===== config.mk =====
export PLATFORM = sky130hd
export DESIGN_NAME = store_merge_unit
export DESIGN_NICKNAME = d
export VERILOG_FILES = /design/src/rtl/store_merge_pkg.sv /design/src/rtl/store_lane_merge.sv /design/src/rtl/store_merge_unit.sv
export SDC_FILE = /design/constraint.sdc
export NUM_CORES = 1
export LEC_CHECK = 0
export CORE_MARGIN = 3
export CORE_UTILIZATION = 44
export CTS_CLUSTER_DIAMETER = 60
export DETAILED_ROUTE_END_ITERATION = 16
export GPL_TIMING_DRIVEN = 1
export HOLD_SLACK_MARGIN = 0.15
export PLACE_DENSITY_LB_ADDON = 0.08
export SETUP_SLACK_MARGIN = 0.5
export SYNTH_ARGS = -nofsm -noshare
export SYNTH_HDL_FRONTEND = slang
export SYNTH_SLANG_ARGS = --single-unit

===== constraint.sdc =====
create_clock -name clk -period 1.8 [get_ports clk]
set_input_delay 0.36 -clock clk [delete_from_list [all_inputs] [get_ports clk]]
set_output_delay 0.36 -clock clk [all_outputs]
set_load 0.01 [all_outputs]

===== src/rtl/store_merge_pkg.sv =====
// store_merge_pkg: shared definitions for the sub-word store engine.
// Holds store size codes, FSM state encoding and the alignment check.
package store_merge_pkg;

   localparam logic [1:0] SZ_WORD = 2'b00;
   localparam logic [1:0] SZ_HALF = 2'b01;
   localparam logic [1:0] SZ_BYTE = 2'b10;
   localparam logic [1:0] SZ_RSVD = 2'b11;

   typedef enum logic [2:0] {
      ST_IDLE  = 3'd0,
      ST_READ  = 3'd1,
      ST_MERGE = 3'd2,
      ST_WRITE = 3'd3,
      ST_DONE  = 3'd4,
      ST_ERR   = 3'd5
   } state_e;

   // low: the address byte-offset bits, zero-extended to 8 bits.
   // Reserved size behaves as a full word.
   function automatic logic is_aligned(
      input logic [1:0] size,
      input logic [7:0] low
   );
      case (size)
         SZ_HALF: return ~low[0];
         SZ_BYTE: return 1'b1;
         default: return (low == 8'd0);
      endcase
   endfunction

   function automatic logic is_subword(input logic [1:0] size);
      return (size == SZ_HALF) || (size == SZ_BYTE);
   endfunction

endpackage


===== src/rtl/store_lane_merge.sv =====
// store_lane_merge: places a byte/halfword into its lane of a word.
// Ports: old_word, new_data (right-justified), size, offset -> merged.
module store_lane_merge
   import store_merge_pkg::*;
#(
   parameter int DATA_W = 32,
   parameter int OFF_W  = $clog2(DATA_W / 8)
) (
   input  logic [DATA_W-1:0] old_word,
   input  logic [DATA_W-1:0] new_data,
   input  logic [1:0]        size,
   input  logic [OFF_W-1:0]  offset,
   output logic [DATA_W-1:0] merged
);

   logic [DATA_W-1:0] lane_mask;
   logic [DATA_W-1:0] placed_mask;
   logic [DATA_W-1:0] placed_data;
   logic [OFF_W+2:0]  shift;

   always_comb begin
      lane_mask = '1;
      shift     = {offset, 3'b000};
      case (size)
         SZ_BYTE: lane_mask = {{(DATA_W-8){1'b0}}, 8'hFF};
         SZ_HALF: lane_mask = {{(DATA_W-16){1'b0}}, 16'hFFFF};
         default: lane_mask = '1;
      endcase
      placed_mask = lane_mask << shift;
      placed_data = (new_data & lane_mask) << shift;
      merged      = (old_word & ~placed_mask) | placed_data;
   end

endmodule


===== src/rtl/store_merge_unit.sv =====
// store_merge_unit: read-modify-write engine for byte/half/word stores.
// Ports: req_* store request, mem_* memory port, done/misalign_err/busy.
module store_merge_unit
   import store_merge_pkg::*;
#(
   parameter int DATA_W = 32,
   parameter int ADDR_W = 32
) (
   input  logic              clk,
   input  logic              reset_n,
   input  logic              req_valid,
   output logic              req_ready,
   input  logic [ADDR_W-1:0] req_addr,
   input  logic [DATA_W-1:0] req_data,
   input  logic [1:0]        req_size,
   output logic [ADDR_W-1:0] mem_addr,
   output logic              mem_re,
   input  logic              mem_rvalid,
   input  logic [DATA_W-1:0] mem_rdata,
   output logic              mem_we,
   output logic [DATA_W-1:0] mem_wdata,
   input  logic              mem_wack,
   output logic              done,
   output logic              misalign_err,
   output logic              busy
);

   localparam int OFF_W = $clog2(DATA_W / 8);

   state_e            state_q, state_d;
   logic [ADDR_W-1:0] addr_q, addr_d;
   logic [DATA_W-1:0] data_q, data_d;
   logic [1:0]        size_q, size_d;
   logic [DATA_W-1:0] rdata_q, rdata_d;
   logic [DATA_W-1:0] wdata_q, wdata_d;
   logic [DATA_W-1:0] merged;
   logic [7:0]        req_low;

   assign req_low = 8'(req_addr[OFF_W-1:0]);

   store_lane_merge #(
      .DATA_W (DATA_W),
      .OFF_W  (OFF_W)
   ) u_lane_merge (
      .old_word (rdata_q),
      .new_data (data_q),
      .size     (size_q),
      .offset   (addr_q[OFF_W-1:0]),
      .merged   (merged)
   );

   always_comb begin
      state_d = state_q;
      addr_d  = addr_q;
      data_d  = data_q;
      size_d  = size_q;
      rdata_d = rdata_q;
      wdata_d = wdata_q;
      unique case (state_q)
         ST_IDLE: begin
            if (req_valid) begin
               addr_d = req_addr;
               data_d = req_data;
               size_d = req_size;
               if (!is_aligned(req_size, req_low)) begin
                  state_d = ST_ERR;
               end else if (is_subword(req_size)) begin
                  state_d = ST_READ;
               end else begin
                  // full word needs no read: write data directly
                  wdata_d = req_data;
                  state_d = ST_WRITE;
               end
            end
         end
         ST_READ: begin
            if (mem_rvalid) begin
               rdata_d = mem_rdata;
               state_d = ST_MERGE;
            end
         end
         ST_MERGE: begin
            wdata_d = merged;
            state_d = ST_WRITE;
         end
         ST_WRITE: begin
            if (mem_wack) begin
               state_d = ST_DONE;
            end
         end
         ST_DONE: state_d = ST_IDLE;
         ST_ERR:  state_d = ST_IDLE;
         default: state_d = ST_IDLE;
      endcase
   end

   always_ff @(posedge clk or negedge reset_n) begin
      if (!reset_n) begin
         state_q <= ST_IDLE;
         addr_q  <= '0;
         data_q  <= '0;
         size_q  <= '0;
         rdata_q <= '0;
         wdata_q <= '0;
      end else begin
         state_q <= state_d;
         addr_q  <= addr_d;
         data_q  <= data_d;
         size_q  <= size_d;
         rdata_q <= rdata_d;
         wdata_q <= wdata_d;
      end
   end

   // Strobes decode straight from state so reset drops them at once.
   assign req_ready    = (state_q == ST_IDLE);
   assign busy         = (state_q != ST_IDLE);
   assign mem_re       = (state_q == ST_READ);
   assign mem_we       = (state_q == ST_WRITE);
   assign done         = (state_q == ST_DONE);
   assign misalign_err = (state_q == ST_ERR);
   assign mem_addr     = {addr_q[ADDR_W-1:OFF_W], {OFF_W{1'b0}}};
   assign mem_wdata    = wdata_q;

endmodule


# Word level (Yosys, flattened, before mapping)
# Cells that the tools add are included.
[op_classes]
eq_ne = 14
shifts = 2
muxes = 14
bitwise = 5
n_reduce_logical = 9
[op_table]
columns = ["cell", "n"]
rows = [
  ["32-bit one-hot mux with 2 select lines", 2],
  ["32-bit 2-to-1 mux", 3],
  ["32-bit AND", 2],
  ["32-bit by 5-bit << shifter with 32-bit output", 2],
  ["32-bit inverter", 1],
  ["32-bit bitwise OR", 1],
  ["3-bit 2-to-1 mux", 4],
  ["3-bit one-hot mux with 4 select lines", 1],
  ["8-bit logical NOT", 1],
  ["3-bit by 2-bit equality test with 1-bit output (second input constant)", 2],
  ["3-bit equality test (second input constant)", 2],
  ["2-bit by 1-bit != test with 1-bit output (second input constant)", 3],
  ["2-bit by 1-bit equality test with 1-bit output (second input constant)", 2],
  ["2-bit equality test (second input constant)", 2],
  ["2-bit != test (second input constant)", 2],
  ["2-bit AND reduction", 2],
  ["4-bit AND reduction", 1],
  ["3-bit by 1-bit equality test with 1-bit output (second input constant)", 1],
  ["3-bit logical NOT", 1],
  ["3-bit AND reduction", 1],
  ["3-bit nonzero test", 1],
  ["1-bit 2-to-1 mux", 2],
  ["2-bit 2-to-1 mux", 1],
  ["1-bit one-hot mux with 2 select lines", 1],
  ["other kinds (3)", 3],
]
[totals]
regBits = 133
input_bits = 103
output_inout_bits = 70

# Logic depth before layout (Yosys ltp)
# Gate-level depths: netlist of run 1.
[logic_depth]
word_depth = 7
mapped_depth = 8
ltp_nobuf = 6

# Modules after synthesis
# From an unflattened synthesis of run 1, not the netlist that was laid out.
[hier_totals]
cells_unflattened = 544
hier_area_um2 = 6683.9
[by_module_without_submodules]
columns = ["module", "n_inst", "cells_each", "area_per_inst_um2", "seq_area_each_um2"]
rows = [
  ["store_merge_unit", 1, 424, 5764.3, 3328.2],
  ["store_lane_merge", 1, 120, 919.6, 0.0],
]

# Least setup slack after synthesis of run 1
# OpenSTA, ideal clock, no wires.
[synth_timing]
path_type = "reg-to-reg"
from = "register state_q[1]"
to = "register addr_q[27]"
setup_ns = 0.127
arrival_ns = 1.704
t_required_ns = 1.673
setup_slack_ns = -0.032
stages_incl_launch_ff = 8
n_path_buf = 4
path_cell_list = "dfrtp_1 buf_2 nor3_2 and2_1 buf_2 buf_4 buf_4 mux2_1"
[synth_via]
elab_chain_len = 2
[synth_rtl]
columns = ["item", "line", "rtl"]
rows = [
  ["from (decl)", "store_merge_unit.sv:30", "state_e state_q, state_d;"],
  ["from (signal assigned)", "store_merge_unit.sv:106", "state_q <= state_d;"],
  ["3-bit logical NOT", "-", ""],
  ["net req_ready", "store_merge_unit.sv:12", "output logic req_ready,"],
  ["2-bit AND reduction (no line)", "-", ""],
  ["to (signal assigned)", "store_merge_unit.sv:107", "addr_q <= addr_d;"],
  ["to (decl)", "store_merge_unit.sv:31", "logic [ADDR_W-1:0] addr_q, addr_d;"],
]
# The timed path passes the listed nets, and every way through them passes these cells.
# A chain may end at the register's enable or synchronous reset.

# Worst setup path after layout of run 1
[layout_timing]
from = "register state_q[2]"
to = "register wdata_q[28], in the netlist mem_wdata[28]"
[layout_via]
elab_chain_len = 3
word_cells_on_any_way = 8
classes_between = "4 x eq/ne; 1 x mux; 3 x reduce/logical"
[layout_rtl]
columns = ["item", "line", "rtl"]
rows = [
  ["3-bit logical NOT / 3-bit by 2-bit equality test with 1-bit output (equally long branches)", "store_merge_unit.sv:59", "unique case (state_q)"],
  ["2-bit != test (no line), or another cell as far along", "-", ""],
  ["4-bit AND reduction (no line)", "-", ""],
  ["to (signal assigned)", "store_merge_unit.sv:111", "wdata_q <= wdata_d;"],
  ["to (decl)", "store_merge_unit.sv:35", "logic [DATA_W-1:0] wdata_q, wdata_d;"],
]
# Several ways; a longest one is shown, not always the timed one.

==> summary.md, run 1 <==
| Metric | Value |
|---|---|
| Clk sinks | between 100 and 150 |
| Post-route ant nets | 0 |
| Via count | between 5000 and 6000 |
| Power Dens Cells | roughly 2000 nW/um^2 |
| Layout cells sized above 1 | 0.524 |
| Final WL | roughly 22000 um |
| Max rail drop VDD | ~1200 uV |
| Drc violations | 0 |
| Mean Syn Cell Area | ~12 sq um |
| Synth Flop Type | dfrtp_1 |
| PortBufs | 170 |
| Core area | ~14000 sq um |
| Violations in the final reports | negative setup slack |
| Crit path DAT | 2.17 ns |
| Worst-path fanout max | 7 |
| WS Path Type | reg2reg |
| Startpoint types | register |
| First-pass GRT wire length | roughly 32000 um |
| EDFF count, synth | 0 |
| Synthesized instance count | 556 |
| Largest net degree at the start of global routing | a little under 50 |
| Tmin final | between 1.5 and 2 ns |
| Vias per cell | between 5 and 6 |
| Layout Area Growth over Synthesis | 66.7% |
| F_max | between 500 and 600 MHz |
| Gp weighted congestion | around 0.86 |
| Dpl ws | -0.551 ns |
| Final slew viol count | 0 |
| Crit-path cells | buf_6, or3b_4, buf_12, a2111oi_4, buf_4, o31ai_2 |
| Max H-tree Level | 4 |
| Root Driver | clkbuf_16 |
| Vias in the first global route | 5672 |
| Clock Latency Late Sink | 0.42 ns |
| Max Cap Viol | 0 |
| Fin. Hold Viols | 0 |
| Synth unique cells | 45 |
| Synth Register Bits | ~130 |
| Chip width | around 130 um |
| CTS Buf Count | 17 |
| Worst Hold Class | in2async |
| Avg WL per Cell | around 22 um |
| Final setup fails | 67 |
| Starting Density | 0.458 |
| CTS clk-pin slew, worst paths | approximately 0.05 ns |
| Slowest stage cell, crit path | or3b_4 |
| Top Ports | between 150 and 200 |
| Initial antenna violation count | 0 |
| Clock Skews | roughly 0.0067 ns |
| Setup ws final | -0.0686 ns |
| RSZ-0062 raised after global routing | yes |
| Flop-to-flop setup slack | -0.07 ns |
| Die area | ~16000 sq um |
| Element type at the critical path end | register |
| Die H | approximately 130 um |
| Maximum clock insertion buffer count | 2 |
| TritonCTS clock tree | done |
| Final period utilization | 1.04 |
| N_diodes | 0 |
| Final net count | a little over 900 |
| Synth Warn # | 0 |
| Sequential cell area fraction in the yosys report | 0.514 |
| GRT overflow | 0 |
| HPWL after DPL | 13200 um |
| Post-synthesis cell area | 6470 sq um |
| Final Util | 0.763 |
| Data required, critical path | 2.10 ns |
| Max stage delay on crit path | 0.46 ns |
| Async S/R FF share, synth | 1.00 |
| 1st-iter DRT viols | 394 |
| Status | finished with violations |
| Rows | 43 |
| Drt pass-1 iters | 5 |
| Leak pwr | between 4 and 5 nW |
| GRT Total Usage | 0.251 |
## routing by layer
metal | global-route usage | part of all wire | up-vias
met4 | 0.0826 | 0.017 | 0
met3 | 0.0581 | 0.066 | 32
met1 | 0.331 | 0.43 | 2803
met5 | 0 | 0 | -
li1 | - | - | 2509
met2 | 0.411 | 0.49 | 219
## power by group
group / internal [mW] / total [mW] / switching [mW]
clock network: 2.25 / 3.50 / 1.25
registers: 4.54 / 5.90 / 1.35
logic: 6.86 / 12.3 / 5.40
total: 13.7 / 21.7 / 8.01
## final timing paths
check,start,end,depth (start not counted)
setup / recovery,state_q[2],mem_wdata[28],6
hold / removal,reset_n,addr_q[15],2
setup reg to reg,state_q[2],mem_wdata[28],6
hold reg to reg,mem_wdata[8],mem_wdata[8],2
max in group asynchronous,reset_n,rdata_q[8],3
min in group clk,mem_wdata[8],mem_wdata[8],2
## layout make-up
| cell class | count | area (sq um) |
|---|---|---|
| multi-input cells | 341 | 3640 |
| clock buffers | 23 | 478 |
| well taps | 180 | 225 |
| clock inverters | 5 | 100 |
| flip-flops and latches | 133 | 3330 |
| repair buffers | 319 | 2980 |
| inverters | 7 | 33.8 |
| fillers | 902 | 3360 |
## critical path: cells and delay by family, from the launching register on
kind	cells	cell delay, ns
AO/OA/AOI/OAI	2	0.40
buffers and inverters	3	0.48
flip-flops	1	0.42
AND/OR/NAND/NOR	1	0.46
## synth_stat cells (all sizes together), types with 2 or more instances
cell type,n,area share
a311oi,8,0.011
a21o,17,0.020
nand2,46,0.027
and2,2,0.0019
inv,7,0.0041
dfrtp,133,0.51
a2111oi,8,0.011
mux2,95,0.17
mux2i,9,0.014
nor3,3,0.0031
clkbuf,12,0.0070
buf,64,0.063
a22o,8,0.011
nor3b,3,0.0050
o21ai,6,0.0046
nand2b,9,0.0087
ha,4,0.0077
o31ai,24,0.028
a21oi,9,0.0070
nor2,37,0.022
a211oi,16,0.021
nor2b,2,0.0019
o22ai,8,0.0077
a221oi,8,0.011
a32o,8,0.012
## registers in the layout, indices dropped and copies added, names as in the netlist
register   count
addr_q        32
data_q        32
mem_wdata     32
rdata_q       32
state_q        3
size_q         2
## cells by family (layout without fill, tap and decap cells)
kind of cell             after synthesis  count (layout)  share of synthesized area
AND/OR/NAND/NOR                      107             107                     0.0754
adder cells (fa/ha/maj)                4               4                    0.00773
flip-flops                           133             133                      0.514
other                                  1               2                   0.000579
buffers and inverters                 83             354                     0.0736
multiplexers                         104             104                      0.179
AO/OA/AOI/OAI                        124             124                      0.149
## placed cells by master, fill, tap and decap left out, types with 7 or more instances in the layout
cell,instances
buf_2,53
o31ai_1,23
a21o_1,16
nor2_1,33
a22o_1,8
buf_4,99
nand2b_1,7
a211oi_2,16
a311oi_2,8
a2111oi_4,8
buf_6,39
clkdlybuf4s50_1,99
clkbuf_16,20
mux2i_1,7
buf_12,15
nand2_1,43
mux2_4,92
dfrtp_1,129
## per-stage QoR
| stage | TNS, ns | instances | power [mW] | instance area (sq um) | hold WS [ns] |
|---|---|---|---|---|---|
| after floorplan | 0 | 557 | 11.7 | 7050 | 0.0644 |
| after global placement | -16.02 | 892 | 14.7 | 8930 | 0.327 |
| after detailed placement | -16.60 | 892 | 14.9 | 8930 | 0.331 |
| after CTS | -0.0200 | 967 | 20.1 | 10200 | 0.457 |
| after global routing | -6.58 | 1008 | 22.7 | 10800 | 0.471 |
| final | -3.00 | 1008 | 21.7 | 10800 | 0.455 |
## repair_timing
action	in CTS	in global routing
pin swaps	30	21
endpoints found under the setup margin	200	200
hold buffers	1	0
gates cloned	4	4
resized for setup	353	95
endpoints found under the hold margin	43	0
buffers inserted	42	37
Note: power is estimated with default switching activity, not from simulation.
==> run 2: changes to the inputs <==
--- a/config.mk
+++ b/config.mk
@@ -5,6 +5,7 @@
 export SDC_FILE = /design/constraint.sdc
 export NUM_CORES = 1
 export LEC_CHECK = 0
+export CORE_ASPECT_RATIO = 1.5
 export CORE_MARGIN = 3
 export CORE_UTILIZATION = 44
 export CTS_CLUSTER_DIAMETER = 60
==> run 2 against run 1 <==
Effect of this change:
- the flow still finishes with violations (negative setup slack)
- sequential power rose by 1%
- clock skew rose by 0.0091 ns
- setup slack improved by 0.041 ns
==> summary.md, run 2 (same netlist as run 1, synthesis figures left out) <==
| Metric | Value |
|---|---|
| Worst Hold Class | in2async |
| Tmin final | 1.83 ns |
| Setup TNS | -0.305 ns |
| Sw frac | 0.376 |
| Hold slack | between 0.4 and 0.5 ns |
| Vias in the first global route | between 5000 and 6000 |
| Fill cells | just over 900 |
| Most frequent cells in the layout | 130 x dfrtp_1, 105 x buf_4, 98 x clkdlybuf4s50_1, 94 x mux2_4, 61 x buf_2 |
| Max Cap Viol | 0 |
| Starting Density | 0.456 |
| F_max | between 500 and 600 MHz |
| Final net count | 942 |
| GRT Total Usage | 0.260 |
| HPWL after DPL | 14100 um |
| Vias per cell | around 5.5 |
| Post-route ant nets | 0 |
| Clock Latency Late Sink | 0.43 ns |
| Avg WL per Cell | ~22 um |
| Sequential power share | 0.269 |
| Clk sinks | between 100 and 150 |
| Top Ports | around 170 |
| GRT overflow | 0 |
| Gp weighted congestion | 0.940 |
| Max Used Layer | met4 |
| Die H | 155 um |
| Final period utilization | 1.02 |
| Leak pwr | between 5 and 6 nW |
| Dpl ws | -0.588 ns |
| Met2 wire length | about 12000 um |
| Drt pass-1 iters | 5 |
| Die area | 16200 sq um |
| Initial antenna violation count | 0 |
| Core area | around 14000 sq um |
| Clock Skews | 0.0157 ns |
| Max H-tree Level | 4 |
| Element type at the critical path end | register |
| Rows | 53 |
| Status | finished with violations |
| Via count | roughly 5700 |
| Power Dens Cells | slightly above 2000 nW/um^2 |
| Int Power | roughly 14 mW |
| Flop-to-flop setup slack | -0.03 ns |
| WS Path Type | reg2reg |
| Fin. Hold Viols | 0 |
| Chip width | approximately 110 um |
| WL met1 | a little under 9000 um |
| 1st-iter DRT viols | a little over 300 |
| Violations in the final reports | negative setup slack |
| First-pass GRT wire length | roughly 33000 um |
| TritonCTS clock tree | done |
| Drc violations | 0 |
| Commonest non-fill, non-tap cell in the layout | dfrtp_1 |
| N_diodes | 0 |
| Crit path DAT | 2.13 ns |
| Clock power frac | 0.158 |
| Worst-path fanout max | 7 |
| Root Driver | clkbuf_16 |
| Setup ws final | -0.0273 ns |
| Final slew viol count | 0 |
| CTS Buf Count | 17 |
| Largest net degree at the start of global routing | a little over 50 |
| Final setup fails | 22 |
| Metal3 WL | 1170 um |
| Maximum clock insertion buffer count | 2 |
| CTS clk-pin slew, worst paths | 0.06 ns |
| Data required, critical path | ~2.1 ns |
| Layout cells sized above 1 | 0.548 |
| Switching Power | between 8 and 9 mW |
| Layout Area Growth over Synthesis | 70.3% |
| Startpoint types | register |
| RSZ-0062 raised after global routing | yes |
| Combinational power share | 0.573 |
| Max rail drop VDD | ~1100 uV |
| PortBufs | 170 |
| Final WL | between 20000 and 25000 um |
[run 2: power groups by stage]
| stage | combinational (mW) | clock [mW] | sequential [mW] |
|---|---|---|---|
| finish | 12.7 | 3.52 | 5.98 |
| global route | 13.4 | 3.70 | 6.12 |
| CTS | 10.9 | 3.54 | 5.87 |
| detailed placement | 9.22 | 0 | 5.87 |
| global placement | 9.06 | 0 | 5.82 |
| floorplan | 6.22 | 0 | 5.51 |
[run 2: worst paths after layout]
path	from	cells after the start	end
min in group clk	mem_wdata[27]	2	mem_wdata[27]
worst max register to register	state_q[0]	6	mem_wdata[30]
max in group asynchronous	reset_n	3	size_q[1]
worst min-delay path	reset_n	2	addr_q[15]
worst max-delay path	state_q[0]	6	mem_wdata[30]
worst min register to register	mem_wdata[27]	2	mem_wdata[27]
[run 2: worst max-delay path, cell delays in order, from the launching register on]
cell and delay [ns]:
dfrtp_2 0.45, buf_4 0.16, or3b_4 0.44, clkbuf_16 0.19
a2111oi_2 0.23, buf_4 0.18, o31ai_1 0.06
[run 2: area by class of cell]
cell class / count / area (sq um) / area share
multi-input combinational: 342 / 3690 / 0.335
sequential: 133 / 3330 / 0.302
timing repair buffer: 334 / 3130 / 0.284
clock buffer: 20 / 457 / 0.0414
tap: 192 / 240 / 0.0218
clock inverter: 12 / 141 / 0.0128
inverter: 7 / 33.8 / 0.00306
[run 2: timing repair]
action | CTS | global route
resized for setup | 343 | 134
hold endpoints to repair | 39 | 0
endpoints found under the setup margin | 200 | 200
buffers inserted | 41 | 40
pin swaps | 24 | 40
cloned | 4 | 9
hold buffers | 1 | 0
[run 2: stage by stage]
| stage | cell area (sq um) | total power [mW] | utilization | std cells |
|---|---|---|---|---|
| 3_3_place_gp | 8980 | 14.9 | 0.633 | 913 |
| 6_report | 11000 | 22.2 | 0.777 | 1040 |
| 5_1_grt | 11000 | 23.2 | 0.777 | 1040 |
| 3_5_place_dp | 8980 | 15.1 | 0.633 | 913 |
| 2_1_floorplan | 7050 | 11.7 | - | 557 |
| 4_1_cts | 10200 | 20.3 | 0.722 | 991 |
[run 2: per-layer routing]
layer | track usage | vias to the layer above
met4 | 0.104 | 0
li1 | - | 2542
met2 | 0.459 | 219
met5 | 0 | -
met3 | 0.0505 | 54
met1 | 0.312 | 2901
